--- config.mk ---
export PLATFORM = sky130hd
export DESIGN_NAME = sram_requester
export DESIGN_NICKNAME = d
export VERILOG_FILES = /design/src/rtl/sram_requester.sv
export SDC_FILE = /design/constraint.sdc
export NUM_CORES = 1
export LEC_CHECK = 0
export ABC_AREA = 1
export CAP_MARGIN = 0
export CORE_MARGIN = 3
export CORE_UTILIZATION = 40
export DETAILED_ROUTE_END_ITERATION = 7
export GPL_TIMING_DRIVEN = 0
export PLACE_DENSITY_LB_ADDON = 0.3
export SLEW_MARGIN = 25
export SYNTH_ARGS = -nofsm -noshare
export SYNTH_HDL_FRONTEND = slang
export SYNTH_SLANG_ARGS = --single-unit
--- constraint.sdc ---
create_clock -name clk -period 2.1 [get_ports clk]
set_input_delay 0.63 -clock clk [delete_from_list [all_inputs] [get_ports clk]]
set_output_delay 0.63 -clock clk [all_outputs]
set_load 0.01 [all_outputs]
--- src/rtl/sram_requester.sv ---
`default_nettype none
// sram_requester: bridges MEM-stage loads/stores onto a single-port SRAM controller
// through a one-entry posted write buffer, with optional store-to-load forwarding.
module sram_requester #(
  parameter bit FWD_EN = 1'b1
) (
  input  logic        clk,
  input  logic        rst,
  input  logic        mem_r_en,
  input  logic        mem_w_en,
  input  logic [31:0] mem_address,
  input  logic [31:0] mem_write_data,
  output logic [31:0] mem_read_data,
  output logic        freeze,
  output logic        read_en,
  output logic        write_en,
  output logic [31:0] address,
  output logic [31:0] write_data,
  input  logic [31:0] read_data,
  input  logic        ready
);

  typedef enum logic [1:0] {
    IDLE  = 2'd0,
    DRAIN = 2'd1,
    READ  = 2'd2
  } state_t;

  state_t      state_q, state_d;
  logic        wb_valid_q, wb_valid_d;
  logic [31:0] wb_addr_q, wb_addr_d;
  logic [31:0] wb_data_q, wb_data_d;
  logic [31:0] rdata_q, rdata_d;
  logic        read_en_q, write_en_q;
  logic [31:0] address_q, write_data_q;

  logic hit, accept, drain_done, rd_done;

  assign hit        = (FWD_EN == 1'b1) && wb_valid_q && (wb_addr_q[31:2] == mem_address[31:2]);
  assign drain_done = (state_q == DRAIN) && ready;
  assign rd_done    = (state_q == READ) && ready;
  // A store may slip into the buffer in the very cycle the previous one retires.
  assign accept     = mem_w_en && !mem_r_en && (!wb_valid_q || drain_done);

  always_comb begin
    state_d    = state_q;
    wb_valid_d = wb_valid_q;
    wb_addr_d  = wb_addr_q;
    wb_data_d  = wb_data_q;
    rdata_d    = rdata_q;
    case (state_q)
      IDLE: begin
        if (wb_valid_q)               state_d = DRAIN;
        else if (mem_r_en && !hit)    state_d = READ;
      end
      DRAIN: begin
        if (ready) begin
          state_d    = IDLE;
          wb_valid_d = 1'b0;
        end
      end
      READ: begin
        if (ready) begin
          state_d = IDLE;
          rdata_d = read_data;
        end
      end
      default: state_d = IDLE;
    endcase
    if (accept) begin
      wb_valid_d = 1'b1;
      wb_addr_d  = mem_address;
      wb_data_d  = mem_write_data;
    end
  end

  always_comb begin
    freeze = 1'b0;
    if (!rst)          freeze = 1'b0;
    else if (mem_r_en) freeze = !hit && !rd_done;
    else if (mem_w_en) freeze = !accept;
  end

  always_comb begin
    mem_read_data = rdata_q;
    if (mem_r_en && hit)          mem_read_data = wb_data_q;
    else if (mem_r_en && rd_done) mem_read_data = read_data;
  end

  // Controller-side outputs are registered from the next state so they are glitch-free.
  always_ff @(posedge clk or negedge rst) begin
    if (!rst) begin
      state_q      <= IDLE;
      wb_valid_q   <= 1'b0;
      wb_addr_q    <= '0;
      wb_data_q    <= '0;
      rdata_q      <= '0;
      read_en_q    <= 1'b0;
      write_en_q   <= 1'b0;
      address_q    <= '0;
      write_data_q <= '0;
    end else begin
      state_q      <= state_d;
      wb_valid_q   <= wb_valid_d;
      wb_addr_q    <= wb_addr_d;
      wb_data_q    <= wb_data_d;
      rdata_q      <= rdata_d;
      read_en_q    <= (state_d == READ);
      write_en_q   <= (state_d == DRAIN);
      address_q    <= (state_d == READ)  ? mem_address :
                      (state_d == DRAIN) ? wb_addr_d   : '0;
      write_data_q <= (state_d == DRAIN) ? wb_data_d : '0;
    end
  end

  assign read_en    = read_en_q;
  assign write_en   = write_en_q;
  assign address    = address_q;
  assign write_data = write_data_q;

endmodule
`default_nettype wire

Word-level counts from Yosys, hierarchy flattened. Index checks and enable logic that the tools add are counted.

Add/subtract/negate cells: 0. Multiply operators: 0. Divide/modulo/power cells: 0. $lt $le $gt $ge: 0. Eq/ne operators: 5. Shifts and indexed selects: 0. Muxes and demuxes: 17. Bitwise logic cells: 0. Reduce and logical (&&, ||, !) cells: 21.

Operators with widths (number): 2-to-1 mux 32 bit (7); equality test 30 bit (1); logical AND 1 bit (9); 2-to-1 mux 1 bit (6); 2-to-1 mux 2 bit (3); logical NOT 1 bit (5); equality test 2 x 1 -> 1 bit, second input constant (2); equality test 2 bit, second input constant (2); case mux 2 bit (2 select lines) (1); AND reduction 2 bit (2); nonzero test 2 bit (2); logical NOT 2 bit (1); OR reduction 2 bit (1); logical OR 1 bit (1).

Register bits: 165. Bits in latches: 0. Bits in writable memories: 0. ROM bits: 0. Input port bits: 101. Logic and storage cells: 52. Memories: 0.

Depth between registers and ports, before layout. Gate-level depths: netlist of the first run.

Depth after elaboration: 10. Depth in mapped cells: 12. Gate-level depth less buffers: 11.

Least setup slack after synthesis of the first run. Ideal clock, no wire load.

Kind: in2out. Start: input port mem_address[11]. End: output port mem_read_data[22]. Arrival: 1551 ps. Data required time: 1470 ps. Path slack: -81 ps. Cell stages on the path: 11. Buffers on the path: 1. Cells stage by stage: inv_1 nand2_1 nand2_1 nor2_1 nand2_1 nor2_1 nand2_1 nor2_4 buf_6 nand3_1 nand2_1.

Cells in the longest elaborated chain, start to end: 4.

RTL lines: start, declared (RTL line 11) `input logic [31:0] mem_address,`; equality test 30 bit (RTL line 39) `assign hit = (FWD_EN == 1'b1) && wb_valid_q && (wb_addr_q[31:2] == mem_address[31:2]);`; logical AND 1 bit (RTL line 39); logical AND 1 bit (RTL line 86) `if (mem_r_en && hit) mem_read_data = wb_data_q;`; 2-to-1 mux 32 bit (RTL line 86); end, declared (RTL line 13) `output logic [31:0] mem_read_data,`.

No other way between the ends.

Worst setup path in the final report of the first run.
Start: input port mem_address[6]. End: output port mem_read_data[11].

Same word-level chain as after synthesis.

==> impl_metrics.toml, run 1 <==
[drt]
drt_iter0_drc = 380
routed_wl_mm = 23.4
drc = 0
num_vias = 7201
routedWlPerCell_um = 15.4
drt-vias-per-instance = 4.75
drtPass1Iterations = 5
detail-route-antenna-nets = 0

[floorplanning]
dieArea_um2 = 21400
die_w_um = 146
floorplan.initialDensity_pct = 41.3
io_pins = 200
rows = 50
core_area_um2 = 19000
die_h_um = 146

[worst_setup_path]
cpMaxStageDelayCell = "clkdlybuf4s15_1"
cp-start-kind = "primary input"
cp_cell_sequence = "clkdlybuf4s15_1, inv_1, nand2_1, nand2_1, nor2_1, nand2_1, nor2_2, nand2_2, inv_2, nand3_4, buf_6, buf_8, nand2_4, nand2_4, buf_6"
cp.required_ns = 1.47
critical_path.most_common_cell = "nand2_1"
crit_fanout = 5
worst-setup-path-type = "in2out"
end_kind = "primary output"
cp.arrival_ns = 2.14
max_stage_delay_ns = 0.25

[flow_run]
max_cap_violations = 0

[layout]
utilization_pct = 62.1
syn2layout_area_growth_pct = 50.2
nets = 1349
fill_cells = 1640
diodes = 0
postLayoutCellArea_um2 = 11800
final_layout_size_suffix_gt1_share_pct = 29.7

[run_status]
outcome = "finished, violations left"
violations = "setup timing"

[global_routing]
grt_antenna_before_repair = 2
grt_max_degree = 66
grt_usage_pct = 22.1
grt_pass1_vias = 7221
grt_pass1_wl_mm = 37.7
grt-ovfl-total = 0

[timing]
drv_slew = 0
finalWorstSetupSlack_ns = -0.671
post-route-min-period_ns = 2.77
final.setup_skew_ns = 0.0121
tightestPinTransition_ns = 0.506
setup_tns_ns = -21.88
fmax_ghz = 0.361
hold_violations = 0
post-route-period-util_pct = 132
rsz0062_at_grt = "yes"
setup_viol = 35
max_slew_margin_pct = 66.3

[synth]
synthCells = 990
synthTopCellsByCount = "369 x nand2_1, 165 x dfrtp_1, 138 x inv_1, 84 x o21ai_0, 57 x nor2_1"
netlist_top_cells_area = "dfrtp_1 53%, nand2_1 18%, inv_1 6.6%"
ys.flop_type = "dfrtp_1"
yosys_warnings = 0
async_flop_share_pct = 100
synth_edf_count = 0
synth.ff_latch_count = 165
synth.cell_area_um2 = 7860
yosysTopAreaCellShare_pct = 52.5
syn_nets = 1095
seq_area_frac_synth_pct = 52.5
synth.largest_area_cell = "dfrtp_1"
yosysMostFrequentCell = "nand2_1"
avgSynthCellArea_um2 = 7.94
yosysUniqueCellTypes = 26

[placed_design]
post-dp-hpwl_mm = 15.7
placed_area_um2 = 10400
gp_congestion = 0.852
io_buffers = 199

[cts]
postCtsHoldBufs = 0
numCtsBuffers = 17
tritoncts = "yes"
clock_sinks = 165
cts-root-buf = "clkbuf_16"
clk_path_buf_depth = 2
h-tree-depth = 4
clock_latency_ns = 0.43
clkSlewWorstSetupHoldPaths_ns = 0.06

[pwr]
irDropWorstVdd_v = 0.000663
leakage_nw = 5.86
p_per_area_nw_per_um2 = 1320

[worst_hold_path]
hold_class = "in2async"
==> final timing paths <==
| kind | startpoint | endpoint | slack [ns] | cells past startpoint |
|---|---|---|---|---|
| setup / recovery | mem_address[6] | mem_read_data[11] | -0.67 | 15 |
| max in group asynchronous | rst | rdata_q[0]$_DFFE_PN0P_ | 1.37 | 2 |
| hold / removal | rst | write_data[6]$_DFF_PN0_ | 0.08 | 1 |
| min in group clk | mem_address[19] | address[19]$_DFF_PN0_ | 0.44 | 3 |
| hold reg to reg | wb_addr_q[1]$_DFF_PN0_ | wb_addr_q[1]$_DFF_PN0_ | 0.47 | 2 |
| setup reg to reg | wb_addr_q[15]$_DFF_PN0_ | address[15]$_DFF_PN0_ | -0.39 | 21 |
==> routing by layer <==
metal	routed length (µm)	track usage, %	vias up	share of wire (%)
met1	10300	29.8	3425	44
met2	11100	34.9	218	47
met4	481	6.07	4	2.1
li1	-	-	3515	-
met3	1530	6.49	39	6.5
met5	24	0	-	0.10
==> critical path, delay by kind of cell <==
kind / cells / cell delay (ns)
buffers and inverters: 6 / 0.79
AND/OR/NAND/NOR: 9 / 0.71
==> through the flow <==
stage	setup slack, ns	hold WS (ns)	instances	power [mW]
floorplan	-0.0558	0.334	990	8.74
global placement	-6.70	0.451	1449	11.3
detailed placement	-1.58	0.459	1451	11.4
CTS	-0.635	0.0820	1516	15.4
global route	-0.772	0.0844	1517	16.7
finish	-0.671	0.0766	1517	15.6
==> repair_timing <==
action / CTS / global route
pin swaps: 37 / 32
endpoints found under the setup margin: 53 / 81
cloned: 5 / 1
buffers inserted: 29 / 0
gates resized for setup: 398 / 67
==> cell type report <==
type                       instances  area, µm²  area share [%]
buffer                            46        384            3.25
tap                              260        325            2.75
clock buffer                      18        429            3.63
sequential                       165       4130            35.0
timing repair buffer             235       2430            20.6
multi-input combinational        638       3390            28.7
clock inverter                    14        173            1.46
inverter                         141        547            4.63
==> layout by cell type (no fill, tap or decap), types with 4 or more instances in the layout <==
master / n
clkbuf_16: 18
inv_1: 122
nand3_1: 18
nor2_1: 51
buf_8: 8
clkbuf_1: 8
clkbuf_2: 11
nand2_4: 20
ha_1: 4
clkdlybuf4s15_2: 9
a21oi_2: 4
nand2_2: 62
nand3_2: 14
buf_2: 22
buf_6: 65
or2_2: 31
o21ai_1: 22
inv_2: 16
o21ai_2: 38
clkdlybuf4s50_1: 133
inv_6: 5
nand3_4: 4
buf_16: 4
nor2_2: 6
nand2_1: 288
o21ai_0: 66
dfrtp_1: 165
buf_4: 13
==> cell families after synthesis <==
family | Yosys count | synth area share (%)
AO/OA/AOI/OAI | 133 | 10.2
XOR/XNOR | 2 | 0.223
adder cells (fa/ha/maj) | 4 | 0.637
buffers and inverters | 187 | 10.5
flip-flops | 165 | 52.5
AND/OR/NAND/NOR | 499 | 25.9
==> sequential cells by signal, indices dropped and copies added (netlist names) <==
name,count
wb_valid_q,1
wb_addr_q,32
wb_data_q,32
state_q,2
read_en,1
write_data,32
address,32
write_en,1
rdata_q,32
==> power by group <==
part / switching [mW] / internal, mW
Clock: 1.35 / 1.88
Sequential: 0.614 / 4.48
Combinational: 3.81 / 3.43
Total: 5.78 / 9.80
No activity file was read; power rests on OpenSTA's default activity.
==> run 2: changes to the inputs <==
--- a/config.mk
+++ b/config.mk
@@ -10,6 +10,7 @@
 export CORE_MARGIN = 3
 export CORE_UTILIZATION = 40
 export DETAILED_ROUTE_END_ITERATION = 7
+export DONT_BUFFER_PORTS = 1
 export GPL_TIMING_DRIVEN = 0
 export PLACE_DENSITY_LB_ADDON = 0.3
 export SLEW_MARGIN = 25
==> constraint.sdc (replaced) <==
create_clock -name clk -period 3.3 [get_ports clk]
set_input_delay 0.99 -clock clk [delete_from_list [all_inputs] [get_ports clk]]
set_output_delay 0.99 -clock clk [all_outputs]
set_load 0.01 [all_outputs]
==> impl_metrics.toml, run 2 (synthesis gave the netlist of run 1 again) <==
[floorplanning]
core_area_um2 = 19000
dieArea_um2 = 21400
floorplan.initialDensity_pct = 41.3
rows = 50
die_w_um = 146
die_h_um = 146
io_pins = 200

[placed_design]
numPlacedInstances = 1250
gp_congestion = 0.816
io_buffers = 0
post-dp-hpwl_mm = 14.6
placed_area_um2 = 8190
dp_slack_ns = -0.0114

[timing]
holdWs_ns = 0.271
setup_tns_ns = 0
post-route-min-period_ns = 3.19
fmax_ghz = 0.313
finalWorstSetupSlack_ns = 0.107
hold_violations = 0
max_slew_margin_pct = 62.6
setup_viol = 0
drv_slew = 0
final.setup_skew_ns = 0.00810
post-route-period-util_pct = 96.8
tightestPinTransition_ns = 0.561
rsz0062_at_grt = "no"

[layout]
nets = 1116
syn2layout_area_growth_pct = 13.4
final_layout_size_suffix_gt1_share_pct = 14.4
postLayoutCellArea_um2 = 8910
utilization_pct = 46.9
final_cell_mix = "364 x nand2_1, 165 x dfrtp_1, 138 x inv_1"
final_common_cell = "nand2_1"
diodes = 0
fin_cells = 1282

[worst_setup_path]
cp_top_family = "buffers and inverters"
cp.required_ns = 2.31
cp_cell_sequence = "buf_4, nand3_1, buf_2, clkbuf_2, o21ai_0, nand2_1, nand2_1"
end_kind = "primary output"
crit_fanout = 10
cp-start-kind = "primary input"
timing.critical_path.buf_inv = 3
cpMaxStageDelayCell = "o21ai_0"
critical_path_depth = 7
worst-setup-path-type = "in2out"
max_stage_delay_ns = 0.26
critical_path.most_common_cell = "nand2_1"
cp.arrival_ns = 2.20
r2r_cells = 9

[global_routing]
grt_max_degree = 167
grt_usage_pct = 19.3
grt_antenna_before_repair = 0
grt-ovfl-total = 0
grt_pass1_wl_mm = 32.7
grt_pass1_vias = 6155

[worst_hold_path]
hold_class = "in2async"

[cts]
clock_latency_ns = 0.42
tritoncts = "yes"
numCtsBuffers = 17
h-tree-depth = 4
cts-root-buf = "clkbuf_16"
postCtsHoldBufs = 0
clkSlewWorstSetupHoldPaths_ns = 0.07
clock_sinks = 165
clk_path_buf_depth = 2

[drt]
drt-vias-per-instance = 4.74
drtPass1Iterations = 5
drc = 0
routed_wl_mm = 20.5
drt_iter0_drc = 306
num_vias = 6072
detail-route-antenna-nets = 0
routedWlPerCell_um = 16.0

[flow_run]
max_cap_violations = 0

[run_status]
outcome = "finished, final reports clean"

[pwr]
leakage_nw = 4.73
irDropWorstVdd_v = 0.000363
p_total_mw = 8.37
p_per_area_nw_per_um2 = 939
==> run 2: cell types whose count changed in the layout (fill, tap and decap cells not counted), moves of 18 or more <==
cell / change
nand2_4: -20
buf_6: -53
clkdlybuf4s50_1: -133
nand2_1: +76
o21ai_0: +18
nand2_2: -56
==> run 2: per-layer routing <==
layer / global-route usage, % / part of all wire [%]
met1: 25.5 / 44
met2: 30.2 / 47
met3: 6.55 / 7.3
met4: 5.79 / 1.3
met5: 0 / 0
==> run 2: power by group <==
part | internal [mW] | switching (mW) | leakage (nW)
Combinational | 0.999 | 1.77 | 2.36
Clock | 1.41 | 0.828 | 0.321
Sequential | 2.86 | 0.517 | 2.06
==> run 2: worst register-to-register path, delay by kind of cell (launching register included) <==
kind / cells / cell delay [ns]
AOI/OAI and AO/OA: 2 / 0.13
adders and majority gates: 1 / 0.19
buffers and inverters: 3 / 0.80
DFF: 1 / 0.40
and+or+nand+nor: 3 / 0.54
==> run 2: area by class of cell <==
class                      instances  area [µm²]
timing repair buffer               2        27.5
buffer                            46         307
inverter                         141         529
sequential                       165        4130
multi-input combinational        638        2940
clock inverter                    10         195
clock buffer                      20         467
tap                              260         325
fill                            1897       10100
==> run 2: worst paths after layout <==
check | end | slack [ns] | from
worst max-delay path | mem_read_data[3] | 0.11 | mem_r_en
worst min-delay path | write_data[9]$_DFF_PN0_ | 0.27 | rst
worst max register to register | write_data[27]$_DFF_PN0_ | 1.18 | state_q[1]$_DFF_PN0_
worst min register to register | wb_addr_q[1]$_DFF_PN0_ | 0.47 | wb_addr_q[1]$_DFF_PN0_
max in group asynchronous | rdata_q[24]$_DFFE_PN0P_ | 2.76 | rst
min in group clk | wb_addr_q[1]$_DFF_PN0_ | 0.47 | wb_addr_q[1]$_DFF_PN0_
==> run 2: repair_timing <==
| item | in CTS | in global routing |
|---|---|---|
| hold endpoints to repair | 0 | 0 |
| pin swaps | 1 | 3 |
| resized for setup | 0 | 19 |
| setup endpoints to repair | 1 | 30 |
| buffers inserted | 2 | 0 |
